==> src/rtl/rtc_sched_pkg.sv <==
// rtc_sched_pkg: state encoding, default parameters and the counter-width helper for the RTC bus scheduler.
package rtc_sched_pkg;

   typedef enum logic [1:0] {
      IDLE = 2'd0,
      LEC  = 2'd1,
      ESC  = 2'd2,
      GAP  = 2'd3
   } state_t;

   localparam int unsigned DEF_READ_PERIOD = 100;
   localparam int unsigned DEF_GAP_CYCLES  = 4;
   localparam int unsigned DEF_TIMEOUT     = 1024;

   // Bits needed to count 0..n-1, never less than one.
   function automatic int unsigned clog2(input int unsigned n);
      int unsigned r;
      r = 0;
      while ((32'd1 << r) < n) r = r + 1;
      return (r == 0) ? 1 : r;
   endfunction

endpackage

==> src/rtl/rtc_tick_gen.sv <==
// rtc_tick_gen: free-running 0..PERIOD-1 counter, frozen while en=0; tick is high for the last count.
module rtc_tick_gen
   import rtc_sched_pkg::*;
#(
   parameter int unsigned PERIOD = DEF_READ_PERIOD
)(
   input  logic clk,
   input  logic reset,
   input  logic en,
   output logic tick
);

   localparam int unsigned W = clog2(PERIOD);
   localparam logic [W-1:0] LAST = W'(PERIOD - 1);

   logic [W-1:0] cnt;

   always_ff @(posedge clk or posedge reset)
      if (reset) cnt <= '0;
      else if (en) cnt <= (cnt == LAST) ? '0 : cnt + 1'b1;

   assign tick = en && (cnt == LAST);

endmodule

==> src/rtl/rtc_bus_scheduler.sv <==
// rtc_bus_scheduler: arbitrates the RTC parallel bus between the read and write FSMs with periodic reads.
// Optional transaction watchdog enabled by defining RTC_SCHED_WDOG_EN.
module rtc_bus_scheduler
   import rtc_sched_pkg::*;
#(
   parameter int unsigned READ_PERIOD = DEF_READ_PERIOD,
   parameter int unsigned GAP_CYCLES  = DEF_GAP_CYCLES,
   parameter int unsigned TIMEOUT     = DEF_TIMEOUT
)(
   input  logic clk,
   input  logic reset,
   input  logic enable,
   input  logic req_esc,
   input  logic fin_esc,
   input  logic fin_lec,
   output logic do_it_esc,
   output logic do_it_lec,
   output logic ack_esc,
   output logic dato_listo,
   output logic sel_esc,
   output logic busy,
   output logic err_timeout
);

   localparam int unsigned GW = clog2(GAP_CYCLES + 1);
   localparam logic [GW-1:0] GAP_LAST = GW'((GAP_CYCLES == 0) ? 0 : GAP_CYCLES - 1);
   localparam state_t POST = (GAP_CYCLES == 0) ? IDLE : GAP;

   state_t state, state_n;
   logic [GW-1:0] gap_cnt, gap_cnt_n;
   logic read_pend, read_pend_n, last_was_esc, last_n, tick;
   logic do_esc_n, do_lec_n, ack_n, dl_n, sel_n, fin, abort;

   rtc_tick_gen #(.PERIOD(READ_PERIOD)) u_tick (
      .clk   (clk),
      .reset (reset),
      .en    (enable),
      .tick  (tick)
   );

   assign fin = (state == ESC) ? fin_esc : fin_lec;

`ifdef RTC_SCHED_WDOG_EN
   localparam int unsigned TW = clog2(TIMEOUT);
   localparam logic [TW-1:0] TO_LAST = TW'(TIMEOUT - 1);
   logic [TW-1:0] wd_cnt;
   logic err_q;
   // A fin in the last allowed cycle still completes normally.
   assign abort = (state == ESC || state == LEC) && !fin && (wd_cnt == TO_LAST);
   assign err_timeout = err_q;
   always_ff @(posedge clk or posedge reset)
      if (reset) begin
         wd_cnt <= '0;
         err_q  <= 1'b0;
      end else begin
         wd_cnt <= (state == ESC || state == LEC) ? wd_cnt + 1'b1 : '0;
         err_q  <= err_q | abort;
      end
`else
   assign abort = 1'b0;
   assign err_timeout = 1'b0;
`endif

   always_comb begin
      state_n     = state;
      gap_cnt_n   = gap_cnt;
      read_pend_n = read_pend | tick;
      last_n      = last_was_esc;
      do_esc_n    = do_it_esc;
      do_lec_n    = do_it_lec;
      sel_n       = sel_esc;
      ack_n       = 1'b0;
      dl_n        = 1'b0;
      case (state)
         IDLE:
            if (enable) begin
               // Writes win, but a pending read always slips in between two writes.
               if (req_esc && !(last_was_esc && read_pend)) begin
                  state_n  = ESC;
                  do_esc_n = 1'b1;
                  sel_n    = 1'b1;
                  last_n   = 1'b1;
               end else if (read_pend) begin
                  state_n     = LEC;
                  do_lec_n    = 1'b1;
                  sel_n       = 1'b0;
                  last_n      = 1'b0;
                  read_pend_n = tick;
               end
            end
         ESC, LEC:
            if (fin || abort) begin
               state_n   = POST;
               gap_cnt_n = '0;
               do_esc_n  = 1'b0;
               do_lec_n  = 1'b0;
               ack_n     = fin && (state == ESC);
               dl_n      = fin && (state == LEC);
            end
         GAP: begin
            state_n   = (gap_cnt == GAP_LAST) ? IDLE : GAP;
            gap_cnt_n = gap_cnt + 1'b1;
         end
         default: state_n = IDLE;
      endcase
   end

   always_ff @(posedge clk or posedge reset)
      if (reset) begin
         state        <= IDLE;
         gap_cnt      <= '0;
         read_pend    <= 1'b0;
         last_was_esc <= 1'b0;
         do_it_esc    <= 1'b0;
         do_it_lec    <= 1'b0;
         ack_esc      <= 1'b0;
         dato_listo   <= 1'b0;
         sel_esc      <= 1'b0;
         busy         <= 1'b0;
      end else begin
         state        <= state_n;
         gap_cnt      <= gap_cnt_n;
         read_pend    <= read_pend_n;
         last_was_esc <= last_n;
         do_it_esc    <= do_esc_n;
         do_it_lec    <= do_lec_n;
         ack_esc      <= ack_n;
         dato_listo   <= dl_n;
         sel_esc      <= sel_n;
         busy         <= (state_n != IDLE);
      end

endmodule

==> config.mk <==
export PLATFORM = sky130hd
export DESIGN_NAME = rtc_bus_scheduler
export DESIGN_NICKNAME = d
export VERILOG_FILES = /design/src/rtl/rtc_sched_pkg.sv /design/src/rtl/rtc_tick_gen.sv /design/src/rtl/rtc_bus_scheduler.sv
export SDC_FILE = /design/constraint.sdc
export NUM_CORES = 1
export LEC_CHECK = 0
export ABC_AREA = 1
export BUFFER_PORTS_ARGS = -buffer_cell sky130_fd_sc_hd__clkbuf_2
export CAP_MARGIN = 30
export CORE_MARGIN = 1.5
export CORE_UTILIZATION = 50
export DETAILED_ROUTE_END_ITERATION = 10
export HOLD_SLACK_MARGIN = 0.03
export MAX_ROUTING_LAYER = met4
export PLACE_DENSITY = 0.7
export REMOVE_ABC_BUFFERS = 1
export SYNTH_ARGS = -nofsm -noshare
export SYNTH_HDL_FRONTEND = slang
export SYNTH_SLANG_ARGS = --single-unit
export TNS_END_PERCENT = 10
==> constraint.sdc <==
create_clock -name clk -period 1.2 [get_ports clk]
set_input_delay 0.24 -clock clk [delete_from_list [all_inputs] [get_ports clk]]
set_output_delay 0.24 -clock clk [all_outputs]
set_load 0.005 [all_outputs]
== Word level (Yosys, flattened, before mapping) ==
Index checks and enable logic that the tools add are counted.
Storage, ports and cells
  register bits: 19
  latch bits: 0
  RAM bits: 0
  bits in read-only memories: 0
  input bits: 6
  output and inout bits: 7
  memories: 0
Cells by class
  add/subtract/negate cells: 2
  multipliers: 0
  divide/modulo/power cells: 0
  magnitude comparators: 0
  equality and inequality tests: 10
  shifts and indexed selects: 0
  mux-type cells: 28
  bitwise logic cells: 1
  reduce and logical (&&, ||, !) cells: 16
Operators with widths (count)
  1-bit two-way mux: 17
  2-bit two-way mux: 5
  2-bit != test (second input constant): 5
  2-bit nonzero test: 4
  7-bit by 1-bit adder with 7-bit output (second input constant): 1
  7-bit == test (second input constant): 1
  7-bit two-way mux: 1
  2-bit one-hot mux with 3 select lines: 1
  3-bit one-hot mux with 2 select lines: 1
  1-bit logical AND: 5
  5-bit AND reduction: 1
  2-bit == test (second input constant): 2
  1-bit one-hot mux with 2 select lines: 2
  4-bit AND reduction: 1
  3-bit by 1-bit adder with 3-bit output (second input constant): 1
  3-bit by 2-bit == test with 1-bit output (second input constant): 1
  3-bit two-way mux: 1
  3-bit AND reduction: 1
  2-bit by 1-bit == test with 1-bit output (second input constant): 1
  2-bit zero test: 1
  2-bit AND reduction: 1
  2-bit OR reduction: 1
  1-bit zero test: 1
  1-bit OR: 1

== Longest topological paths before layout ==
  depth in word-level cells: 7
  mapped depth: 9
  gate-level depth less buffers: 9

== Cells and area by module ==
From an unflattened synthesis, not the netlist that was laid out.
Unflattened totals
  cell total of the unflattened synthesis: 151
  area total of the unflattened synthesis: 1151.1 sq um
Modules (own cells, without submodules)
  rtc_bus_scheduler: times used 1, cells each 98, area an instance 728.2 sq um, seq. area each 300.3 sq um
  rtc_tick_gen: times used 1, cells each 53, area an instance 422.9 sq um, seq. area each 175.2 sq um

== Worst setup path after synthesis ==
Ideal clock, no wire load.
  path type: flip-flop to flip-flop
  from: register state[0]
  to: register gap_cnt[1]
  library setup time: 0.116 ns
  arrival time: 1.190 ns
  slack: -0.106 ns
  stages on the path, launching flop included: 7
  period minus slack after synthesis: 1.306 ns
  cell sequence: dfrtp_1 -> inv_1 -> ha_1 -> nand3_2 -> o21ai_0 -> nand2_1 -> nand2_1
Between the ends
  cells in the longest elaborated chain, start to end: 4
  elaborated cells between the ends (all ways): 9
Ends and longest elaborated chain
  start, declared: RTL line rtc_bus_scheduler.sv:29  | state_t state, state_n;
  start signal, assigned: RTL line rtc_bus_scheduler.sv:121  | state <= state_n;
  2-bit == test / 2-bit by 1-bit == test with 1-bit output (equally long branches): RTL line rtc_bus_scheduler.sv:41, rtc_bus_scheduler.sv:74
  1-bit two-way mux / 2-bit OR reduction (equally long branches): RTL line rtc_bus_scheduler.sv:41, rtc_bus_scheduler.sv:74
  2-bit != test (no line) / 2-bit nonzero test (equally long branches)
  2-bit AND reduction (no line)
  end signal, assigned: RTL line rtc_bus_scheduler.sv:122  | gap_cnt <= gap_cnt_n;
  end, declared: RTL line rtc_bus_scheduler.sv:30  | logic [GW-1:0] gap_cnt, gap_cnt_n;
Parallel ways exist; a longest one is shown, timed or not.
A chain may end at the register's enable or synchronous reset.

== Worst setup path in the final report ==
  from: register state[1]
  to: register gap_cnt[1]
The elaborated chain is that of the path after synthesis.

==> results.py <==
metrics = {
    "die": {
        "dieHeight_um": 49.69,
        "ios": 13,
        "die-area_um2": 2469,
        "die_x_um": 49.69,
        "rows": 16,
        "start_util_pct": 54.44,
        "core_um2": 2002,
    },
    "cts": {
        "cts-root-buf": "clkbuf_4",
        "clock_sinks": 19,
        "cts_buffers": 3,
        "cts.reportedPaths.clkPinSlew_ns": 0.11,
        "clock_latency_ns": 0.30,
        "htree_levels": 1,
        "ctsLongestPathBuffers": 2,
        "cts_tree": "built",
    },
    "final_layout": {
        "final_common_cell": "nand2_1",
        "nets": 176,
        "fillerInstances": 163,
        "drive_gt1_share_pct": 39.13,
        "antenna_cells": 0,
        "layout_common_cells": "nand2_1 (37), dfrtp_1 (19), inv_1 (16)",
        "design_area_um2": 1428,
        "area_growth_pct": 31.00,
    },
    "critical_path": {
        "worstPathArrival_ns": 1.48,
        "critPathMostFrequentCell": "nand2_1",
        "path_max_fanout": 6,
        "start_kind": "register",
        "worst_ep_required_time_ns": 1.40,
        "worstSetupPathType": "register to register",
        "end_kind": "register",
        "path_cells": "buf_6 -> ha_4 -> inv_2 -> nand2_4 -> nand3_4 -> o21ai_2 -> nand2_1 -> nand2_1",
        "slowest_stage": "dfrtp_1",
        "path_delay_family": "flip-flops",
        "max_stage_delay_ns": 0.43,
        "crit_buf_inv": 2,
    },
    "routing": {
        "drt_iter0_drc": 24,
        "ant_nets": 0,
        "drtPass1Iterations": 4,
        "drt_wl_total_mm": 2.304,
        "drc": 0,
        "vias": 943,
        "wl_per_cell_um": 12.26,
        "via_per_inst": 5.016,
    },
    "power_and_ir_drop": {
        "switching_power_mw": 1.718,
        "p_int_mw": 2.093,
        "p_per_area_nw_per_um2": 2669,
        "seqPwrFrac_pct": 31.0,
        "p_leak_nw": 0.7630,
        "clock_power_share_pct": 8.7,
        "combPwrFrac_pct": 60.3,
        "peakVddDrop_mv": 1.902,
        "swShare_pct": 45.07,
    },
    "placed_design": {
        "dpl.hpwl_mm": 1.518,
        "place_area_um2": 1235,
        "gp_congestion": 0.8134,
        "port_buffers": 11,
        "post-place-ws_ns": -0.1912,
    },
    "timing": {
        "max_freq_mhz": 780.6,
        "fin_ws_ns": -0.08113,
        "fin_skew_ns": 0.005489,
        "final_hold_viol_count": 0,
        "setup_viol": 9,
        "maxSlewViolCount": 0,
        "final.setup.tns_ns": -0.5766,
        "hold_slack_ns": 0.2697,
        "finalCritPeriodShare_pct": 106.8,
        "fin_crit_ns": 1.281,
        "rsz0062_at_grt": "true",
    },
    "logic_synthesis": {
        "synth-seq-cells": 19,
        "synth_adder_area_share_pct": 9.185,
        "synthXorXnorAreaFrac_pct": 3.215,
        "synth_compound_area_share_pct": 1.837,
        "yosys.area_share.simple_pct": 32.84,
        "synth_cells": 135,
        "avgSynthCellArea_um2": 8.073,
        "ys_types": 19,
        "yosysSeqAreaShare_pct": 43.63,
        "synthMuxAreaShare_pct": 0,
        "synth_top_family_by_area": "simple AND/OR/NAND/NOR gates",
        "synth_area_um2": 1090,
        "ys_warn_count": 0,
    },
    "status": {
        "violations": "negative setup slack",
        "outcome": "complete, but fails checks",
    },
    "grt": {
        "grt_overflow": 0,
        "grt_pass1_vias": 964,
        "grt_antenna_before_repair": 0,
        "grt_max_degree": 20,
        "grt_pass1_wl_mm": 4.140,
        "grt_usage_pct": 22.43,
    },
    "job": {
        "max-cap-violations": 0,
    },
    "worst_hold_path": {
        "hp-class": "primary input to register",
    },
}
[cell families (layout without fill, tap and decap cells)]
| logic type | count (synthesis) | in the layout |
|---|---|---|
| other | 1 | 1 |
| flip-flops | 19 | 19 |
| AO/OA/AOI/OAI | 4 | 4 |
| AND/OR/NAND/NOR | 76 | 76 |
| XOR/XNOR | 4 | 4 |
| adder cells (fa/ha/maj) | 8 | 8 |
| buffers and inverters | 23 | 49 |
[cells in the mapped netlist]
master | number | share of area, %
nand2_4 | 1 | 1.0
buf_4 | 1 | 0.69
nor2_2 | 2 | 1.1
nand2_1 | 47 | 16
dfrtp_1 | 19 | 44
nand3_2 | 3 | 2.8
conb_1 | 1 | 0.34
a21oi_1 | 2 | 0.92
inv_1 | 21 | 7.2
nor2_4 | 2 | 2.1
nand3_1 | 9 | 4.1
nand4_1 | 5 | 2.9
buf_6 | 1 | 1.0
nor2_1 | 6 | 2.1
o21ai_0 | 2 | 0.92
nand2_2 | 1 | 0.57
xor2_1 | 3 | 2.4
ha_1 | 8 | 9.2
xnor2_1 | 1 | 0.80
[worst register-to-register path: cells and delay by family, from the launching register on]
kind,cells,cell delay (ns)
buffers and inverters,2,0.21
flip-flops,1,0.43
AND/OR/NAND/NOR,4,0.30
AO/OA/AOI/OAI,1,0.08
adder cells (fa/ha/maj),1,0.17
[stage by stage]
step / std cells / util, % / power [mW]
floorplan: 133 / - / 2.277
global placement: 181 / 61.69 / 2.752
detailed placement: 181 / 61.69 / 2.848
CTS: 188 / 69.56 / 3.645
global route: 188 / 71.31 / 4.158
finish: 188 / 71.31 / 3.811
[worst paths after layout]
check / from / end / slack, ns / depth (start not counted)
setup / recovery: state[1] / gap_cnt[1] / -0.08 / 8
max in group asynchronous: reset / u_tick.cnt[2] / 0.53 / 4
hold reg to reg: do_it_lec / do_it_lec / 0.49 / 2
setup reg to reg: state[1] / gap_cnt[1] / -0.08 / 8
hold / removal: req_esc / last_was_esc / 0.27 / 3
min in group asynchronous: reset / gap_cnt[2] / 0.46 / 4
[repair_timing]
action                     CTS  global route
pin swaps                   12             5
setup endpoints to repair    9            14
resized for setup           30             9
hold endpoints to repair    19             0
buffers inserted             2             0
hold buffers                 1             0
[routing by layer]
metal / vias up / share of wire, % / global-route usage [%]
li1: 469 / - / -
met1: 443 / 47 / 28.77
met2: 24 / 49 / 36.44
met3: 7 / 2.5 / 3.030
met4: 0 / 2.0 / 7.870
met5: - / 0 / -
[registers in the layout (all words and copies together) (netlist names)]
| signal | flops |
|---|---|
| u_tick.cnt | 7 |
| read_pend | 1 |
| busy | 1 |
| do_it_lec | 1 |
| do_it_esc | 1 |
| ack_esc | 1 |
| last_was_esc | 1 |
| state | 2 |
| gap_cnt | 3 |
| dato_listo | 1 |
[power by group through the flow]
stage	clock (mW)	combinational (mW)	sequential, mW
final	0.331	2.30	1.18
after global routing	0.367	2.58	1.21
after CTS	0.329	2.16	1.16
after detailed placement	0	1.69	1.16
after global placement	0	1.60	1.15
after floorplan	0	1.11	1.16
[cell type report]
class / count / area, um^2 / share of cell area, %
Clock buffer: 4 / 26.28 / 1.840
Inverter: 21 / 78.83 / 5.521
Multi-Input combinational cell: 93 / 650.6 / 45.57
Sequential cell: 19 / 475.5 / 33.30
Tap cell: 27 / 33.78 / 2.366
Timing Repair Buffer: 24 / 162.7 / 11.39
(Power assumes the default switching activity.)
